File: config.mk
export PLATFORM = sky130hd
export DESIGN_NAME = button_conditioner
export DESIGN_NICKNAME = d
export VERILOG_FILES = /design/src/rtl/btn_cond_pkg.sv /design/src/rtl/button_debounce_fsm.sv /design/src/rtl/button_conditioner.sv
export SDC_FILE = /design/constraint.sdc
export NUM_CORES = 1
export LEC_CHECK = 0
export BUFFER_PORTS_ARGS = -buffer_cell sky130_fd_sc_hd__buf_2
export CORE_AREA = 2 2 245 247
export DETAILED_ROUTE_END_ITERATION = 8
export DIE_AREA = 0 0 247 249
export GPL_TIMING_DRIVEN = 0
export PLACE_DENSITY = 0.56
export REMOVE_ABC_BUFFERS = 1
export SYNTH_ARGS = -nofsm -noshare
export SYNTH_HDL_FRONTEND = slang
export SYNTH_HIERARCHICAL = 1
export SYNTH_SLANG_ARGS = --single-unit
File: constraint.sdc
create_clock -name clk -period 2.1 [get_ports clk]
set_clock_uncertainty 0.15 [all_clocks]
set_input_delay 0.42 -clock clk [delete_from_list [all_inputs] [get_ports clk]]
set_output_delay 0.42 -clock clk [all_outputs]
set_load 0.1 [all_outputs]
File: src/rtl/btn_cond_pkg.sv
// Shared types and default constants for the push-button conditioning path.
package btn_cond_pkg;

    typedef enum logic [1:0] {
        ST_IDLE   = 2'd0,
        ST_ARM    = 2'd1,
        ST_HELD   = 2'd2,
        ST_DISARM = 2'd3
    } btn_state_e;

    // Which interval the auto-repeat counter is currently timing.
    typedef enum logic {
        PH_DELAY = 1'b0,
        PH_RATE  = 1'b1
    } rpt_phase_e;

    localparam int unsigned DEF_NUM_BTN         = 5;
    localparam int unsigned DEF_DEBOUNCE_CYCLES = 1_000_000;
    localparam int unsigned DEF_REPEAT_DELAY    = 50_000_000;
    localparam int unsigned DEF_REPEAT_RATE     = 10_000_000;
    localparam int unsigned DEF_CNT_W           = 26;

endpackage

File: src/rtl/button_debounce_fsm.sv
// One button: 2-flop synchronizer, debounce FSM, press/release pulses and hold-to-repeat pulses.
module button_debounce_fsm
    import btn_cond_pkg::*;
#(
    parameter int unsigned DEBOUNCE_CYCLES = DEF_DEBOUNCE_CYCLES,
    parameter int unsigned REPEAT_DELAY    = DEF_REPEAT_DELAY,
    parameter int unsigned REPEAT_RATE     = DEF_REPEAT_RATE,
    parameter int unsigned CNT_W           = DEF_CNT_W
) (
    input  logic clk,
    input  logic rst,
    input  logic i_btn_raw,
    output logic o_level,
    output logic o_press,
    output logic o_release,
    output logic o_repeat
);

    localparam logic [CNT_W-1:0] LP_DEB_LAST   = CNT_W'(DEBOUNCE_CYCLES - 1);
    localparam logic [CNT_W-1:0] LP_DELAY_LAST = CNT_W'((REPEAT_DELAY > 0) ? (REPEAT_DELAY - 1) : 0);
    localparam logic [CNT_W-1:0] LP_RATE_LAST  = CNT_W'(REPEAT_RATE - 1);
    localparam logic             LP_RPT_EN     = (REPEAT_DELAY > 0);

    btn_state_e       r_state;
    rpt_phase_e       r_phase;
    logic             r_sync1;
    logic             r_sync2;
    logic [CNT_W-1:0] r_cnt;
    logic [CNT_W-1:0] r_rpt;
    logic             r_level;
    logic             r_press;
    logic             r_release;
    logic             r_repeat;

    logic [CNT_W-1:0] w_rpt_last;
    logic             w_rpt_hit;

    assign w_rpt_last = (r_phase == PH_RATE) ? LP_RATE_LAST : LP_DELAY_LAST;
    assign w_rpt_hit  = (r_rpt == w_rpt_last);

    // Pulses default low every cycle; only one FSM branch can raise one of them.
    always_ff @(posedge clk or negedge rst) begin
        if (!rst) begin
            r_state   <= ST_IDLE;
            r_phase   <= PH_DELAY;
            r_sync1   <= 1'b0;
            r_sync2   <= 1'b0;
            r_cnt     <= '0;
            r_rpt     <= '0;
            r_level   <= 1'b0;
            r_press   <= 1'b0;
            r_release <= 1'b0;
            r_repeat  <= 1'b0;
        end else begin
            r_sync1   <= i_btn_raw;
            r_sync2   <= r_sync1;
            r_press   <= 1'b0;
            r_release <= 1'b0;
            r_repeat  <= 1'b0;
            case (r_state)
                ST_IDLE: begin
                    if (r_sync2) begin
                        r_state <= ST_ARM;
                        r_cnt   <= '0;
                    end
                end
                ST_ARM: begin
                    if (!r_sync2) begin
                        r_state <= ST_IDLE;
                    end else if (r_cnt == LP_DEB_LAST) begin
                        r_state <= ST_HELD;
                        r_level <= 1'b1;
                        r_press <= 1'b1;
                        r_rpt   <= '0;
                        r_phase <= PH_DELAY;
                    end else begin
                        r_cnt <= r_cnt + CNT_W'(1);
                    end
                end
                ST_HELD: begin
                    if (!r_sync2) begin
                        r_state <= ST_DISARM;
                        r_cnt   <= '0;
                    end else if (LP_RPT_EN) begin
                        if (w_rpt_hit) begin
                            r_repeat <= 1'b1;
                            r_rpt    <= '0;
                            r_phase  <= PH_RATE;
                        end else begin
                            r_rpt <= r_rpt + CNT_W'(1);
                        end
                    end
                end
                ST_DISARM: begin
                    // Repeat counter and phase are left untouched so a rejected glitch resumes timing.
                    if (r_sync2) begin
                        r_state <= ST_HELD;
                    end else if (r_cnt == LP_DEB_LAST) begin
                        r_state   <= ST_IDLE;
                        r_level   <= 1'b0;
                        r_release <= 1'b1;
                    end else begin
                        r_cnt <= r_cnt + CNT_W'(1);
                    end
                end
                default: begin
                    r_state <= ST_IDLE;
                end
            endcase
        end
    end

    assign o_level   = r_level;
    assign o_press   = r_press;
    assign o_release = r_release;
    assign o_repeat  = r_repeat;

endmodule

File: src/rtl/button_conditioner.sv
// Conditions NUM_BTN raw board push-buttons into clean clk-synchronous levels and event pulses.
module button_conditioner
    import btn_cond_pkg::*;
#(
    parameter int unsigned NUM_BTN         = DEF_NUM_BTN,
    parameter int unsigned DEBOUNCE_CYCLES = DEF_DEBOUNCE_CYCLES,
    parameter int unsigned REPEAT_DELAY    = DEF_REPEAT_DELAY,
    parameter int unsigned REPEAT_RATE     = DEF_REPEAT_RATE,
    parameter int unsigned CNT_W           = DEF_CNT_W
) (
    input  logic               clk,
    input  logic               rst,
    input  logic [NUM_BTN-1:0] btn_raw,
    output logic [NUM_BTN-1:0] btn_level,
    output logic [NUM_BTN-1:0] btn_press,
    output logic [NUM_BTN-1:0] btn_release,
    output logic [NUM_BTN-1:0] btn_repeat
);

    // Buttons are fully independent; each bit gets its own conditioner.
    for (genvar gi = 0; gi < int'(NUM_BTN); gi++) begin : g_btn
        button_debounce_fsm #(
            .DEBOUNCE_CYCLES (DEBOUNCE_CYCLES),
            .REPEAT_DELAY    (REPEAT_DELAY),
            .REPEAT_RATE     (REPEAT_RATE),
            .CNT_W           (CNT_W)
        ) u_btn (
            .clk       (clk),
            .rst       (rst),
            .i_btn_raw (btn_raw[gi]),
            .o_level   (btn_level[gi]),
            .o_press   (btn_press[gi]),
            .o_release (btn_release[gi]),
            .o_repeat  (btn_repeat[gi])
        );
    end

endmodule

==> flow_summary.ini, run 1 <==
[sta]
slew_headroom_pct = 37.7
setup_viol = 139
rsz0062_at_grt = true
worst_slack_ns = -0.250
tns_ns = -12.02
drv_slew = 0
period_minus_slack_ns = 2.35
worst_pin_slew_ns = 0.933
period_share_pct = 112
fmax_mhz = 426
hold_violations = 0

[floorplanning]
ios = 27
coreArea_sq_um = 58700
core.rowCount = 89
fp.dieH_microns = 249
dieArea_sq_um = 61500
die_w_microns = 247
initial_core_util_pct = 29.7

[placement]
dp_cells = 2598
pre_cts_slack_ns = -1.49
io_buffers = 26
dp_hpwl_mm = 25.4
gp_congestion = 0.802

[yosys]
yosysMostFrequentCell = dfrtp_1
synth_fa_ha_area_share_pct = 0.718
yosys.area_share.simple_pct = 30.8
synth.area.top_cells = dfrtp_1 44%, a21oi_1 4.0%, o21ai_0 3.6%
yosys_warnings = 6
synth_edf_count = 0
synth_compound_area_share_pct = 16.4
synth_cell_types = 76
ys_seq_area_share_pct = 43.8
synthFlopType = dfrtp_1
synth.top_cells.by_count = 305 x dfrtp_1, 166 x nand2_1, 139 x a21oi_1
synth-async-reset-ratio_pct = 100
syn_area_sq_um = 17400
synthMuxAreaShare_pct = 0.589
syn-instance-count = 1894
yosysTopAreaCell = dfrtp_1
synth_top_area_share_pct = 43.8
synth_top_family_by_area = simple AND/OR/NAND/NOR gates
synth-seq-cells = 305
syn-mean-instance-area_sq_um = 9.20
synth_xor_area_share_pct = 3.23

[grt]
grt_util_all_layers_pct = 16.1
grt_max_degree = 115
antenna_found_initial = 0
grt_remaining_overflow = 0
grt_pass1_vias = 16139
grt_pass1_wl_mm = 83.6

[power]
p_leak_nw = 9.45
power_density_nw_per_um2 = 575
p_total_mw = 14.2
peakVddDrop_mv = 0.499

[layout]
final_cells = 2972
synthToLayoutAreaGrowth_pct = 42.1
final_util_pct = 42.2
layout-drive-gt1-share_pct = 37.7
fillCellCount = 5447
fin_nets = 2186
antennaDiodeCount = 0

[route]
vias_per_cell = 5.67
first_pass_iters = 7
wl_per_cell_microns = 17.8
antenna_left = 0
drt_wl_total_mm = 53.1
drc_errors = 0
drtIter0Drc = 1188
vias = 16861

[cts]
path_clk_slew_ns = 0.06
htree_levels = 2
ctsRootBufferMaster = clkbuf_16
cts_tree = yes
cts_num_sinks = 305
cts_buffer_depth = 3
worstSkewPairLatency_ns = 0.56
numCtsBuffers = 40

[worst_setup_path]
worstPathRequired_ns = 2.43
critical_path_peak_fanout = 5
slowest_delay_ns = 0.58
path_class = reg2reg
critPathTopFamily = simple AND/OR/NAND/NOR gates
arrival_ns = 2.68
path_cells = or4b_4, nor4_4, buf_4, a31oi_4, or4_4, a21oi_2
end_kind = flip-flop
crit_buf_inv = 1
crit_slowest_cell = or4b_4
start_kind = flip-flop

[outcome]
violations = negative setup slack
status = finished with violations

[worst_hold_path]
hold_path.class = in2async

[job]
max-cap-violations = 0
registers in the layout, summed over array words and instances, names as in the netlist, named ones only:
signal / flops
g_btn.u_btn/r_sync2: 5
g_btn.u_btn/r_sync1: 5
g_btn.u_btn/r_state: 5
g_btn.u_btn/r_phase: 5
g_btn.u_btn/o_level: 5
g_btn.u_btn/o_release: 5
g_btn.u_btn/o_press: 5
g_btn.u_btn/r_rpt: 130
g_btn.u_btn/o_repeat: 5
g_btn.u_btn/r_cnt: 130
final timing paths:
kind	startpoint	endpoint	slack [ns]	cells past startpoint
hold reg to reg	g_btn[1].u_btn/r_sync1$_DFF_PN0_	g_btn[1].u_btn/r_sync2$_DFF_PN0_	0.20	0
hold / removal	rst	g_btn[1].u_btn/r_rpt[20]$_DFFE_PN0P_	0.16	2
max in group asynchronous	rst	g_btn[2].u_btn/r_sync2$_DFF_PN0_	0.43	4
setup / recovery	g_btn[4].u_btn/r_cnt[20]$_DFFE_PN0P_	g_btn[4].u_btn/r_rpt[19]$_DFFE_PN0P_	-0.25	6
setup reg to reg	g_btn[4].u_btn/r_cnt[20]$_DFFE_PN0P_	g_btn[4].u_btn/r_rpt[19]$_DFFE_PN0P_	-0.25	6
min in group clk	g_btn[1].u_btn/r_sync1$_DFF_PN0_	g_btn[1].u_btn/r_sync2$_DFF_PN0_	0.20	0
kinds of logic after synthesis:
logic type | count (synthesis)
multiplexers | 10
AO/OA/AOI/OAI | 456
adder cells (fa/ha/maj) | 10
XOR/XNOR | 57
buffers and inverters | 161
AND/OR/NAND/NOR | 895
flip-flops | 305
placed cells by master, fill, tap and decap left out, types with 47 or more instances in the layout:
| cell | instances |
|---|---|
| inv_1 | 61 |
| o21ai_0 | 108 |
| nand3_1 | 83 |
| nand4_1 | 81 |
| or3_1 | 66 |
| nand2_1 | 164 |
| or4_1 | 47 |
| dfrtp_1 | 235 |
| dfrtp_2 | 65 |
| nor2_1 | 91 |
| xnor2_1 | 52 |
| o31ai_1 | 65 |
| a21oi_2 | 86 |
| a21oi_1 | 57 |
| buf_4 | 203 |
layer usage:
metal  routed length, microns  track usage [%]  vias to the layer above
li1                         -                -                     7831
met1                    23500             22.2                     8481
met2                    25600             25.5                      445
met3                     2540             2.19                      104
met4                     1350             6.13                        0
met5                        0                0                        -
per-stage QoR:
step	instance area, sq um	hold slack, ns
CTS	22700	0.143
floorplan	16900	-0.0256
global route	24800	0.175
finish	24800	0.164
detailed placement	18100	0.128
global placement	18000	0.184
timing repair:
item,in CTS,in global routing
buffers inserted,146,105
hold buffers,6,0
gates cloned,35,12
endpoints found under the hold margin,241,0
setup endpoints to repair,271,258
pin swaps,194,142
resized for setup,310,272
layout make-up:
class | count | area (sq um) | share of cell area [%]
tap | 773 | 967 | 3.90
multi-input combinational | 1473 | 11900 | 48.1
clock buffer | 58 | 1190 | 4.80
inverter | 62 | 235 | 0.950
timing repair buffer | 287 | 2480 | 10.0
clock inverter | 14 | 249 | 1.01
sequential | 305 | 7730 | 31.2
power breakdown:
group | internal, mW | total, mW | switching (mW)
Combinational | 0.258 | 0.654 | 0.396
Sequential | 5.96 | 6.07 | 0.114
Clock | 4.78 | 7.51 | 2.73
Note: power is estimated with default switching activity, not from simulation.
==> inputs of run 2 (changes only) <==
SETUP_SLACK_MARGIN = 0.3   (was default)
==> run 2 against run 1 <==
Net effect: critical path type unchanged; count of clock-buffer cells in the layout unchanged; clock power about the same; the flow still finishes with violations (negative setup slack); sequential share of layout area down 2.3 points; non-clock buffer count up 110; via count up 5.2%; critical path depth unchanged; cell count up 4.0%; critical endpoint unchanged; fmax down 1.4%; worst setup slack worse by 0.034 ns; largest cell class unchanged.
==> flow_summary.ini, run 2 (synthesized netlist as in run 1, its figures left out) <==
[route]
drt_wl_total_mm = 57.5
drc_errors = 0
drtIter0Drc = 1234
antenna_left = 0
vias_per_cell = 5.74
first_pass_iters = 7
wl_per_cell_microns = 18.6
vias = 17736

[floorplanning]
dieArea_sq_um = 61500
fp.dieH_microns = 249
coreArea_sq_um = 58700
die_w_microns = 247
core.rowCount = 89
ios = 27
initial_core_util_pct = 29.7

[cts]
cts_buffer_depth = 3
path_clk_slew_ns = 0.06
ctsRootBufferMaster = clkbuf_16
worstSkewPairLatency_ns = 0.56
cts_num_sinks = 305
htree_levels = 2
numCtsBuffers = 40
cts_tree = yes

[layout]
final_cell_mix = 258 x buf_4, 231 x dfrtp_1, 151 x nand2_1
synthToLayoutAreaGrowth_pct = 53.7
final_common_cell = buf_4
reg_top3 = g_btn.u_btn/r_cnt (130), g_btn.u_btn/r_rpt (130)
layout-drive-gt1-share_pct = 45.7
final_cells = 3090
postLayoutCellArea_sq_um = 26800
antennaDiodeCount = 0
fin_nets = 2304
final_util_pct = 45.6

[worst_setup_path]
worstPathRequired_ns = 2.43
path_class = reg2reg
arrival_ns = 2.72
start_kind = flip-flop
critical_path_peak_fanout = 5
end_kind = flip-flop

[grt]
grt_max_degree = 115
grt_remaining_overflow = 0
grt_pass1_vias = 17450
antenna_found_initial = 0
grt_util_all_layers_pct = 17.6
grt_pass1_wl_mm = 91.1

[worst_hold_path]
hold_path.class = in2async

[sta]
tns_ns = -14.48
period_minus_slack_ns = 2.38
period_share_pct = 113
worst_slack_ns = -0.283
hold_violations = 0
rsz0062_at_grt = true
hold_ws_ns = 0.162
fmax_mhz = 420
slew_headroom_pct = 36.5
worst_pin_slew_ns = 0.952
setup_viol = 149
drv_slew = 0

[power]
p_int_mw = 11.1
power_density_nw_per_um2 = 539
swShare_pct = 23.0
pwr-share-seq_pct = 42.0
p_switching_mw = 3.33
peakVddDrop_mv = 0.501
p_clk_share_pct = 52.0
comb_power_share_pct = 6.0
p_total_mw = 14.4
p_leak_nw = 10.6

[placement]
pre_cts_slack_ns = -1.49
gp_congestion = 0.802
io_buffers = 26
dp_cells = 2598
postPlaceCellArea_sq_um = 18100
dp_hpwl_mm = 25.4

[job]
max-cap-violations = 0

[outcome]
violations = negative setup slack
status = finished with violations
==> run 2: changes by cell type in the layout (fill, tap and decap cells not counted), moves of 14 or more <==
cell and change:
buf_6 +56, or4_1 -14, nor3_1 -17, o21ai_0 -31, or4_4 +14, buf_4 +55, o21ai_2 +18
==> run 2: layout make-up <==
cell class | instances | area [sq um]
timing repair buffer | 397 | 3670
inverter | 62 | 241
fill | 5193 | 31900
clock inverter | 14 | 249
sequential | 305 | 7740
clock buffer | 58 | 1190
multi-input combinational | 1481 | 12700
tap | 773 | 967
==> run 2: power by group through the flow <==
stage	logic [mW]	clock network [mW]	registers (mW)
floorplan	0.206	0	6.15
CTS	0.757	7.72	6.06
global route	0.955	7.96	6.08
finish	0.866	7.51	6.07
global placement	0.383	0	6.19
detailed placement	0.416	0	6.19
==> run 2: critical path: stages (launching register included) <==
cell     delay [ns]
dfrtp_1        0.38
or4b_4         0.58
nor4_4         0.23
buf_4          0.18
a31oi_4        0.14
or4_4          0.51
a21oi_2        0.14
==> run 2: final timing paths <==
check                                                startpoint                                    to  slack, ns  depth (start not counted)
max                        g_btn[4].u_btn/r_cnt[20]$_DFFE_PN0P_  g_btn[4].u_btn/r_rpt[19]$_DFFE_PN0P_      -0.28                          6
min                                                         rst  g_btn[1].u_btn/r_rpt[20]$_DFFE_PN0P_       0.16                          2
max reg2reg                g_btn[4].u_btn/r_cnt[20]$_DFFE_PN0P_  g_btn[4].u_btn/r_rpt[19]$_DFFE_PN0P_      -0.28                          6
min reg2reg                    g_btn[1].u_btn/r_sync1$_DFF_PN0_      g_btn[1].u_btn/r_sync2$_DFF_PN0_       0.20                          0
max in group asynchronous                                   rst      g_btn[2].u_btn/r_sync2$_DFF_PN0_       0.41                          4
min in group clk               g_btn[1].u_btn/r_sync1$_DFF_PN0_      g_btn[1].u_btn/r_sync2$_DFF_PN0_       0.20                          0
==> run 2: repair_timing <==
action | 4_1_cts | 5_1_grt
pin swaps | 333 | 231
hold buffers | 6 | 0
endpoints found under the setup margin | 315 | 370
gates cloned | 50 | 5
endpoints found under the hold margin | 240 | 0
buffers inserted | 250 | 109
gates resized for setup | 580 | 275
==> run 2: routing by layer <==
metal,vias to the layer above,global-route usage [%],wire length (microns)
met5,-,0,0
met2,517,28.8,28300
met1,8978,23.5,24800
li1,8103,-,-
met3,138,2.26,2660
met4,0,6.82,1740
==> inputs of run 3 (changes only) <==
ABC_AREA = 1   (was default)
CORE_AREA = 2 2 225 316   (was 2 2 245 247)
DIE_AREA = 0 0 227 318   (was 0 0 247 249)
RECOVER_POWER = 100   (was default)
==> run 3 against run 2 <==
Net effect: the flow finishes with violations (negative hold slack); sequential share of layout area is 0.44 points lower; combinational power decreased by 15%; routed wire length increased by 17%; total power is 7.2% lower; utilization fell by 6.6 points; largest cell class unchanged; sequential power barely moved; design area grew 1.6%; via count increased by 25%.
==> flow_summary.ini, run 3 <==
[outcome]
status = finished with violations
violations = negative hold slack

[grt]
grt_util_all_layers_pct = 17.7
grt_remaining_overflow = 0
antenna_found_initial = 0
grt_pass1_wl_mm = 106
grt_max_degree = 89
grt_pass1_vias = 21007

[worst_setup_path]
r2r_start = g_btn[4].u_btn/r_cnt[0]$_DFFE_PN0P_
crit_buf_inv = 2
critPathTopFamily = simple AND/OR/NAND/NOR gates
critical_path_peak_fanout = 17
cp_common_cell = nand2_4
arrival_ns = 2.21
path_cells = ha_4, nand2_4, inv_4, nand2_4, nor2_4, nand2_1, nand2_8, inv_2, o21ai_0
crit_slowest_cell = dfrtp_1
start_kind = flip-flop
worstPathRequired_ns = 2.36
crit_start = g_btn[4].u_btn/r_cnt[0]$_DFFE_PN0P_
end_kind = flip-flop
slowest_delay_ns = 0.41
path_class = reg2reg

[cts]
ctsHoldBuffers = 5
cts_num_sinks = 305
cts_tree = yes
ctsRootBufferMaster = clkbuf_16
path_clk_slew_ns = 0.06
numCtsBuffers = 36
worstSkewPairLatency_ns = 0.55
cts_buffer_depth = 3
htree_levels = 2

[sta]
period_share_pct = 93.2
period_minus_slack_ns = 1.96
slew_headroom_pct = 25.7
hold_ws_ns = -0.356
drv_slew = 0
rsz0062_at_grt = true
worst_pin_slew_ns = 1.11
hold_violations = 64
fmax_mhz = 511
setup_viol = 0

[yosys]
synth.area.top_cells = dfrtp_1 37%, nand2_1 20%, nor2_1 10%
synth_cell_types = 33
yosysMostFrequentCell = nand2_1
synth-seq-cells = 305
yosysTopAreaCell = dfrtp_1
synth-async-reset-ratio_pct = 100
syn_area_sq_um = 20600
yosys_warnings = 6
syn-instance-count = 3230
syn-mean-instance-area_sq_um = 6.38
synthFlopType = dfrtp_1
synth_edf_count = 0
synth.top_cells.by_count = 1078 x nand2_1, 575 x nor2_1, 369 x nand3_1
synth_top_area_share_pct = 37.0
ys_seq_area_share_pct = 37.0

[route]
drc_errors = 0
drtIter0Drc = 1312
antenna_left = 0
first_pass_iters = 5
vias_per_cell = 4.95
vias = 22108
drt_wl_total_mm = 67.4
wl_per_cell_microns = 15.1

[layout]
layout-drive-gt1-share_pct = 23.4
postLayoutCellArea_sq_um = 27200
fillCellCount = 7372
final_cells = 4469
antennaDiodeCount = 0
synthToLayoutAreaGrowth_pct = 31.9
reg_top3 = g_btn.u_btn/r_cnt (130), g_btn.u_btn/r_rpt (130)
final_cell_mix = 978 x nand2_1, 478 x nor2_1, 324 x nand3_1
final_common_cell = nand2_1
fin_nets = 3523
final_util_pct = 39.1

[placement]
io_buffers = 26
dp_hpwl_mm = 40.5
dp_cells = 4097
gp_congestion = 0.920
postPlaceCellArea_sq_um = 21400

[floorplanning]
coreArea_sq_um = 69600
initial_core_util_pct = 29.6
core.rowCount = 115
ios = 27
die_w_microns = 227
dieArea_sq_um = 72200
fp.dieH_microns = 318

[power]
p_total_mw = 13.4
power_density_nw_per_um2 = 493
peakVddDrop_mv = 0.424
p_leak_nw = 11.9

[job]
max-cap-violations = 0

[worst_hold_path]
hold_path.class = in2async
## run 3: stage by stage
| stage | worst slack (ns) | TNS (ns) |
|---|---|---|
| finish | 0.142 | 0 |
| global route | 0.0559 | 0 |
| CTS | 0.168 | 0 |
| detailed placement | -2.11 | -316.45 |
| global placement | -5.89 | -2095.76 |
| floorplan | -0.594 | -61.26 |
## run 3: repair_timing
action                                  CTS  global route
endpoints found under the setup margin  315           274
resized for setup                       311           382
setup buffers                           164           101
gates cloned                             18            19
endpoints found under the hold margin    69            64
pin swaps                                61           130
## run 3: worst paths after layout
check | endpoint | slack (ns) | cells after the start
min reg2reg | g_btn[0].u_btn/r_sync2$_DFF_PN0_ | 0.19 | 0
min | g_btn[0].u_btn/r_cnt[3]$_DFFE_PN0P_ | -0.36 | 1
min in group clk | g_btn[0].u_btn/r_sync2$_DFF_PN0_ | 0.19 | 0
max reg2reg | g_btn[4].u_btn/r_cnt[10]$_DFFE_PN0P_ | 0.14 | 9
max in group asynchronous | g_btn[3].u_btn/r_state[0]$_DFFE_PN0P_ | 0.47 | 3
max | g_btn[4].u_btn/r_cnt[10]$_DFFE_PN0P_ | 0.14 | 9
## run 3: power by group
part | switching [mW] | leakage (nW) | internal (mW)
clock | 2.74 | 0.604 | 3.89
sequential | 0.0933 | 4.09 | 5.95
combinational | 0.480 | 7.19 | 0.252
total | 3.31 | 11.9 | 10.1
## run 3: kinds of logic (layout without fill, tap and decap cells)
group                    count (synthesis)  after routing  share of synthesized area, %
flip-flops                             305            305                          37.0
adder cells (fa/ha/maj)                 10             10                         0.607
XOR/XNOR                                58             58                          2.46
AND/OR/NAND/NOR                       2184           2207                          44.2
AO/OA/AOI/OAI                          279            279                          7.18
buffers and inverters                  394            674                          8.56
## run 3: per-layer routing
layer / GRT usage, % / share of wire [%] / routed length (microns)
met1: 21.5 / 41 / 27900
met2: 31.5 / 51 / 34300
met3: 2.07 / 4.0 / 2720
met4: 6.72 / 3.6 / 2450
met5: 0 / 0 / 0
## run 3: area by class of cell
class / instances / area, sq um / area share [%]
inverters: 296 / 1220 / 4.47
well taps: 936 / 1170 / 4.30
repair inverters: 7 / 61.3 / 0.225
clock inverters: 12 / 138 / 0.506
repair buffers: 306 / 2740 / 10.1
clock buffers: 53 / 1100 / 4.03
flip-flops and latches: 305 / 7740 / 28.4
multi-input cells: 2554 / 13000 / 47.9
